`src/rtl/adc_lvds_pkg.sv`:
```
// Shared types and slot arithmetic for the LVDS ADC transmit emulator.
// Bit-order and wire-mode helpers mirror the receiver's channel/lane mapping.
package adc_lvds_pkg;

    typedef enum logic [1:0] {
        ST_IDLE  = 2'd0,
        ST_TRAIN = 2'd1,
        ST_RUN   = 2'd2
    } tx_state_e;

    function automatic int slot_count(input int bits, input int wire_mode);
        return bits / wire_mode;
    endfunction

    // Sample bit carried by lane 'sub' of a channel during slot k.
    function automatic int lane_bit_idx(input int bits, input int wire_mode,
                                        input int msb_fst, input int k, input int sub);
        if (msb_fst != 0)
            return bits - 1 - wire_mode * k - sub;
        else
            return wire_mode * k + sub;
    endfunction

    function automatic int frm_high_len(input int slots);
        return (slots + 1) / 2;
    endfunction

endpackage

```
`src/rtl/adc_lvds_tx_lane.sv`:
```
// One channel of the transmitter: holds the current sample word and
// registers the AdcWireMode lane bits selected by the current slot.
module adc_lvds_tx_lane
    import adc_lvds_pkg::*;
#(
    parameter int AdcBits        = 14,
    parameter int AdcWireMode    = 1,
    parameter int AdcMsbOrLsbFst = 1,
    parameter int CntW           = 4
) (
    input  logic                   clk,
    input  logic                   rst,
    input  logic                   load_en,
    input  logic [AdcBits-1:0]     load_word,
    input  logic [CntW-1:0]        slot,
    input  logic                   active,
    output logic [AdcWireMode-1:0] lane_bits
);

    localparam int IdxW = $clog2(AdcBits);

    logic [AdcBits-1:0]     word_q, word_d;
    logic [AdcWireMode-1:0] lane_q, lane_d;
    logic [IdxW-1:0]        idx;

    always_comb begin
        word_d = load_en ? load_word : word_q;
        lane_d = '0;
        idx    = '0;
        if (active) begin
            for (int s = 0; s < AdcWireMode; s++) begin
                idx       = IdxW'(lane_bit_idx(AdcBits, AdcWireMode, AdcMsbOrLsbFst, int'(slot), s));
                lane_d[s] = word_q[idx];
            end
        end
    end

    always_ff @(posedge clk) begin
        if (rst) begin
            word_q <= '0;
            lane_q <= '0;
        end else begin
            word_q <= word_d;
            lane_q <= lane_d;
        end
    end

    assign lane_bits = lane_q;

endmodule

```
`src/rtl/adc_lvds_tx_emu.sv`:
```
// Serial-LVDS ADC link emulator: training frames, then handshaked sample frames.
// state | meaning
// IDLE  | outputs quiet, waiting for TxEna
// TRAIN | sending TrainFrames frames of AdcTrainWord for receiver alignment
// RUN   | sending accepted samples, repeating the last word on underrun
module adc_lvds_tx_emu
    import adc_lvds_pkg::*;
#(
    parameter int          AdcChnls       = 2,
    parameter int          AdcBits        = 14,
    parameter int          AdcWireMode    = 1,
    parameter int          AdcMsbOrLsbFst = 1,
    parameter logic [15:0] AdcTrainWord   = 16'h2A5A,
    parameter int          TrainFrames    = 4
) (
    input  logic                            SysClk,
    input  logic                            SysRst,
    input  logic                            TxEna,
    input  logic [AdcChnls*16-1:0]          SampData,
    input  logic                            SampValid,
    output logic                            SampReady,
    output logic [AdcChnls*AdcWireMode-1:0] DataBit,
    output logic                            FrmBit,
    output logic                            FrmStart,
    output logic                            Training,
    output logic                            Underrun
);

    localparam int Slots = slot_count(AdcBits, AdcWireMode);
    localparam int CntW  = $clog2(Slots);
    localparam int FrmW  = $clog2(TrainFrames + 1);
    localparam int FrmHi = frm_high_len(Slots);

    tx_state_e       state_q, state_d;
    logic [CntW-1:0] bit_cnt_q, bit_cnt_d;
    logic [FrmW-1:0] frm_cnt_q, frm_cnt_d;
    logic            frm_bit_q, frm_bit_d;
    logic            frm_start_q, frm_start_d;
    logic            training_q, training_d;
    logic            underrun_q, underrun_d;
    logic            samp_ready, load_en, load_train, last_slot, last_train, active;
    logic            samp_unused;

    always_comb begin
        last_slot  = (bit_cnt_q == CntW'(Slots - 1));
        last_train = (frm_cnt_q == FrmW'(TrainFrames - 1));
        active     = (state_q != ST_IDLE);
        state_d    = state_q;
        bit_cnt_d  = bit_cnt_q;
        frm_cnt_d  = frm_cnt_q;
        load_en    = 1'b0;
        load_train = 1'b0;
        samp_ready = 1'b0;

        case (state_q)
            ST_IDLE: begin
                if (TxEna) begin
                    state_d    = ST_TRAIN;
                    bit_cnt_d  = '0;
                    frm_cnt_d  = '0;
                    load_en    = 1'b1;
                    load_train = 1'b1;
                end
            end
            ST_TRAIN: begin
                bit_cnt_d = last_slot ? '0 : bit_cnt_q + CntW'(1);
                if (last_slot) begin
                    frm_cnt_d = frm_cnt_q + FrmW'(1);
                    if (!TxEna) begin
                        state_d = ST_IDLE;
                    end else if (last_train) begin
                        state_d    = ST_RUN;
                        samp_ready = 1'b1;
                    end else begin
                        load_en    = 1'b1;
                        load_train = 1'b1;
                    end
                end
            end
            ST_RUN: begin
                bit_cnt_d = last_slot ? '0 : bit_cnt_q + CntW'(1);
                if (last_slot) begin
                    if (!TxEna)
                        state_d = ST_IDLE;
                    else
                        samp_ready = 1'b1;
                end
            end
            default: state_d = ST_IDLE;
        endcase

        // A missed handshake leaves the word untouched, so the frame repeats.
        if (samp_ready && SampValid)
            load_en = 1'b1;

        frm_bit_d   = active && (bit_cnt_q < CntW'(FrmHi));
        frm_start_d = active && (bit_cnt_q == '0);
        training_d  = (state_q == ST_TRAIN);
        underrun_d  = samp_ready && !SampValid;
    end

    always_ff @(posedge SysClk) begin
        if (SysRst) begin
            state_q     <= ST_IDLE;
            bit_cnt_q   <= '0;
            frm_cnt_q   <= '0;
            frm_bit_q   <= 1'b0;
            frm_start_q <= 1'b0;
            training_q  <= 1'b0;
            underrun_q  <= 1'b0;
        end else begin
            state_q     <= state_d;
            bit_cnt_q   <= bit_cnt_d;
            frm_cnt_q   <= frm_cnt_d;
            frm_bit_q   <= frm_bit_d;
            frm_start_q <= frm_start_d;
            training_q  <= training_d;
            underrun_q  <= underrun_d;
        end
    end

    for (genvar c = 0; c < AdcChnls; c++) begin : g_lane
        adc_lvds_tx_lane #(
            .AdcBits        (AdcBits),
            .AdcWireMode    (AdcWireMode),
            .AdcMsbOrLsbFst (AdcMsbOrLsbFst),
            .CntW           (CntW)
        ) u_lane (
            .clk       (SysClk),
            .rst       (SysRst),
            .load_en   (load_en),
            .load_word (load_train ? AdcTrainWord[AdcBits-1:0] : SampData[16*c +: AdcBits]),
            .slot      (bit_cnt_q),
            .active    (active),
            .lane_bits (DataBit[c*AdcWireMode +: AdcWireMode])
        );
    end

    assign samp_unused = ^SampData;
    assign SampReady   = samp_ready;
    assign FrmBit      = frm_bit_q;
    assign FrmStart    = frm_start_q;
    assign Training    = training_q;
    assign Underrun    = underrun_q;

endmodule

```
`config.mk`:
```
export PLATFORM = sky130hd
export DESIGN_NAME = adc_lvds_tx_emu
export DESIGN_NICKNAME = d
export VERILOG_FILES = /design/src/rtl/adc_lvds_pkg.sv /design/src/rtl/adc_lvds_tx_lane.sv /design/src/rtl/adc_lvds_tx_emu.sv
export SDC_FILE = /design/constraint.sdc
export NUM_CORES = 1
export LEC_CHECK = 0
export ABC_AREA = 1
export CAP_MARGIN = 20
export CORE_ASPECT_RATIO = 0.75
export CORE_MARGIN = 2
export CORE_UTILIZATION = 30
export DETAILED_ROUTE_END_ITERATION = 8
export GPL_ROUTABILITY_DRIVEN = 0
export PLACE_DENSITY = 0.5
export SLEW_MARGIN = 20
export SYNTH_ARGS = -nofsm -noshare
export SYNTH_HDL_FRONTEND = slang
export SYNTH_SLANG_ARGS = --single-unit
```
`constraint.sdc`:
```
create_clock -name SysClk -period 1.9 [get_ports SysClk]
set_clock_uncertainty 0.05 [all_clocks]
set_input_delay 0.19 -clock SysClk [delete_from_list [all_inputs] [get_ports SysClk]]
set_output_delay 0.19 -clock SysClk [all_outputs]
set_load 0.05 [all_outputs]
```
==> results_dict.tcl <==
set metrics [dict create \
    final_nets 441 \
    num_vias 2220 \
    crit_slowest_cell "dfxtp_2" \
    synth_ff_type "dfxtp_1" \
    dp_slack_ps 108 \
    swShare_pct 39.3 \
    drc 0 \
    power.share.clock_pct 20.7 \
    core_area_sq_um 7430 \
    cts_sinks 43 \
    cts_htree_levels 2 \
    slowest_delay_ps 330 \
    drt-pass1-iter-count 5 \
    io_buffers 38 \
    routed_wl_um 5810 \
    critPathRequiredTime_ps 1660 \
    hpwl_um 4250 \
    drive_above_1_share_pct 11.1 \
    grt_max_degree 19 \
    p_int_uw 1920 \
    rows 27 \
    dieHeight_um 80.4 \
    period_needed_ps 1810 \
    cts_tree "done" \
    finalCritPeriodShare_pct 95.1 \
    via_per_inst 4.47 \
    yosys.area.top_type_share_pct 36.9 \
    setup_violations 0 \
    synth_cells 352 \
    synth.area.top_cells "dfxtp_1 (37%), nand2_1 (19%), inv_1 (7.6%), nand3_1 (6.7%), a21oi_1 (5.4%)" \
    hp-class "in -> reg" \
    tns_ps 0 \
    path_clk_slew_ps 90 \
    start_kind "flop" \
    seq_area_sq_um 867 \
    n_antenna_cell 0 \
    synth_edf_count 0 \
    relSlewSlack_pct 66.8 \
    synth.ff_latch_count 43 \
    p_leak_uw 0.00138 \
    clock_latency_ps 300 \
    overflow 0 \
    power.density_nw_per_um2 1040 \
    worst_slew_pin_slew_ps 497 \
    comb_power_share_pct 43.3 \
    clock_path_buffers 2 \
    ctsHoldBuffers 0 \
    worst-path-max-fanout 3 \
    wl_per_cell_um 11.7 \
    netlist_area_sq_um 2330 \
    multiInputGateArea_sq_um 1200 \
    grt_pass1_vias 1881 \
    num-fill-cells 823 \
    slew_viol_final 0 \
    hold_viol 0 \
    grt_pass1_wl_um 9560 \
    yosysTopAreaCell "dfxtp_1" \
    cap_viol_max_count 0 \
    crit_arrival_ps 1570 \
    gr-usage-all-layers_pct 14.4 \
    yosysMostFrequentCell "nand2_1" \
    vdd_drop_max_v 0.000397 \
    crit_type "reg -> out" \
    cts_root_buf "clkbuf_8" \
    hold-worst-slack_ps 390 \
    ys_warn_count 0 \
    synth.yosys.seq_area_share_pct 36.9 \
    worstPathCellList "inv_1 -> ha_2 -> nor2_4 -> nor2_4 -> buf_6 -> nand2_1 -> inv_1 -> buf_12" \
    cp-end-kind "output port" \
    p_sw_uw 1240 \
    async_flop_share_pct 0 \
    synth_cell_types 26 \
    final_antenna_net_count 0 \
    initial_core_util_pct 31.4 \
    status "complete, no violations" \
    synth_fp_nets 398 \
    synth_common_cells "nand2_1 (117), inv_1 (47), dfxtp_1 (43)" \
    setup_ws_ps 93.3 \
    cts-buffers-inserted 5 \
    max_freq_mhz 554 \
    io_pins 43 \
    die_w_um 106 \
    die_area_sq_um 8500 \
    area_growth_pct 30.1 \
    avgSynthCellArea_sq_um 6.63 \
    antenna_found_initial 0 \
    drt_iter0_drc 121 \
    pwr-share-seq_pct 36.0 \
]
-- final cells by class --
cell class / instances / area share (%)
clock buffer: 8 / 3.30
inverter: 51 / 6.47
multi-input combinational: 239 / 39.6
sequential: 43 / 28.6
tap: 101 / 4.16
timing repair buffer: 55 / 17.9
-- repair_timing --
action	CTS	global route
endpoints found under the setup margin	1	22
pin swaps	0	2
gates resized for setup	3	14
buffers inserted	1	1
-- power by group through the flow --
stage	combinational (uW)	sequential, uW	clock (uW)
after floorplan	882	1190	0
after global placement	1300	1150	0
after detailed placement	1320	1150	0
after CTS	1330	1130	674
after global routing	1560	1150	715
final	1370	1140	654
-- sequential cells by signal (all words and copies together), names as in the netlist --
name / count
Training: 1
bit_cnt_q: 4
g_lane.u_lane.lane_bits: 2
frm_cnt_q: 3
FrmStart: 1
g_lane.u_lane.word_q: 28
FrmBit: 1
state_q: 2
Underrun: 1
-- routing by layer --
| layer | vias to the layer above | share of wire, % | global-route usage [%] |
|---|---|---|---|
| li1 | 1186 | - | - |
| met1 | 980 | 57 | 22.2 |
| met2 | 48 | 36 | 19.0 |
| met3 | 6 | 6.1 | 3.98 |
| met4 | 0 | 0.96 | 3.55 |
| met5 | - | 0 | 0 |
-- kinds of logic after synthesis --
family	share of synthesized area, %
flops	36.9
fa+ha+maj	5.36
buf+inv	13.1
xor+xnor	0.751
compound gates	7.62
simple gates	36.2
-- worst max-delay path: cells and delay by family, from the launching register on --
family | cells | cell delay, ps
flip-flops | 1 | 330
AND/OR/NAND/NOR | 3 | 220
buffers and inverters | 4 | 460
adder cells (fa/ha/maj) | 1 | 250
-- per-stage QoR --
step | utilization [%] | total power (uW) | area [sq um] | std cells
floorplan | - | 2080 | 2330 | 352
CTS | 40.1 | 3140 | 2980 | 496
global placement | 38.5 | 2460 | 2860 | 487
finish | 40.8 | 3160 | 3030 | 497
detailed placement | 38.5 | 2470 | 2860 | 487
global route | 40.8 | 3430 | 3030 | 497
-- placed cells by master (no fill, tap or decap), drive strengths merged --
master,count
nand4,16
clkdlybuf4s50,37
xnor2,1
clkinv,1
a211oi,1
a21oi,25
inv,50
nor2,25
xor2,1
nand2,118
a31oi,1
nand3,33
o21ai,4
clkbuf,8
buf,18
ha,10
a21boi,1
dfxtp,43
nor3,3
-- worst paths after layout --
kind | start | to | slack (ps) | cells after the start
setup reg to reg | state_q[0] | g_lane[0].u_lane.word_q[9] | 150 | 11
hold reg to reg | g_lane[1].u_lane.word_q[12] | g_lane[1].u_lane.word_q[12] | 410 | 2
setup / recovery | state_q[0] | SampReady | 90 | 8
hold / removal | SampData[0] | g_lane[0].u_lane.word_q[0] | 390 | 3
(Power assumes the default switching activity.)
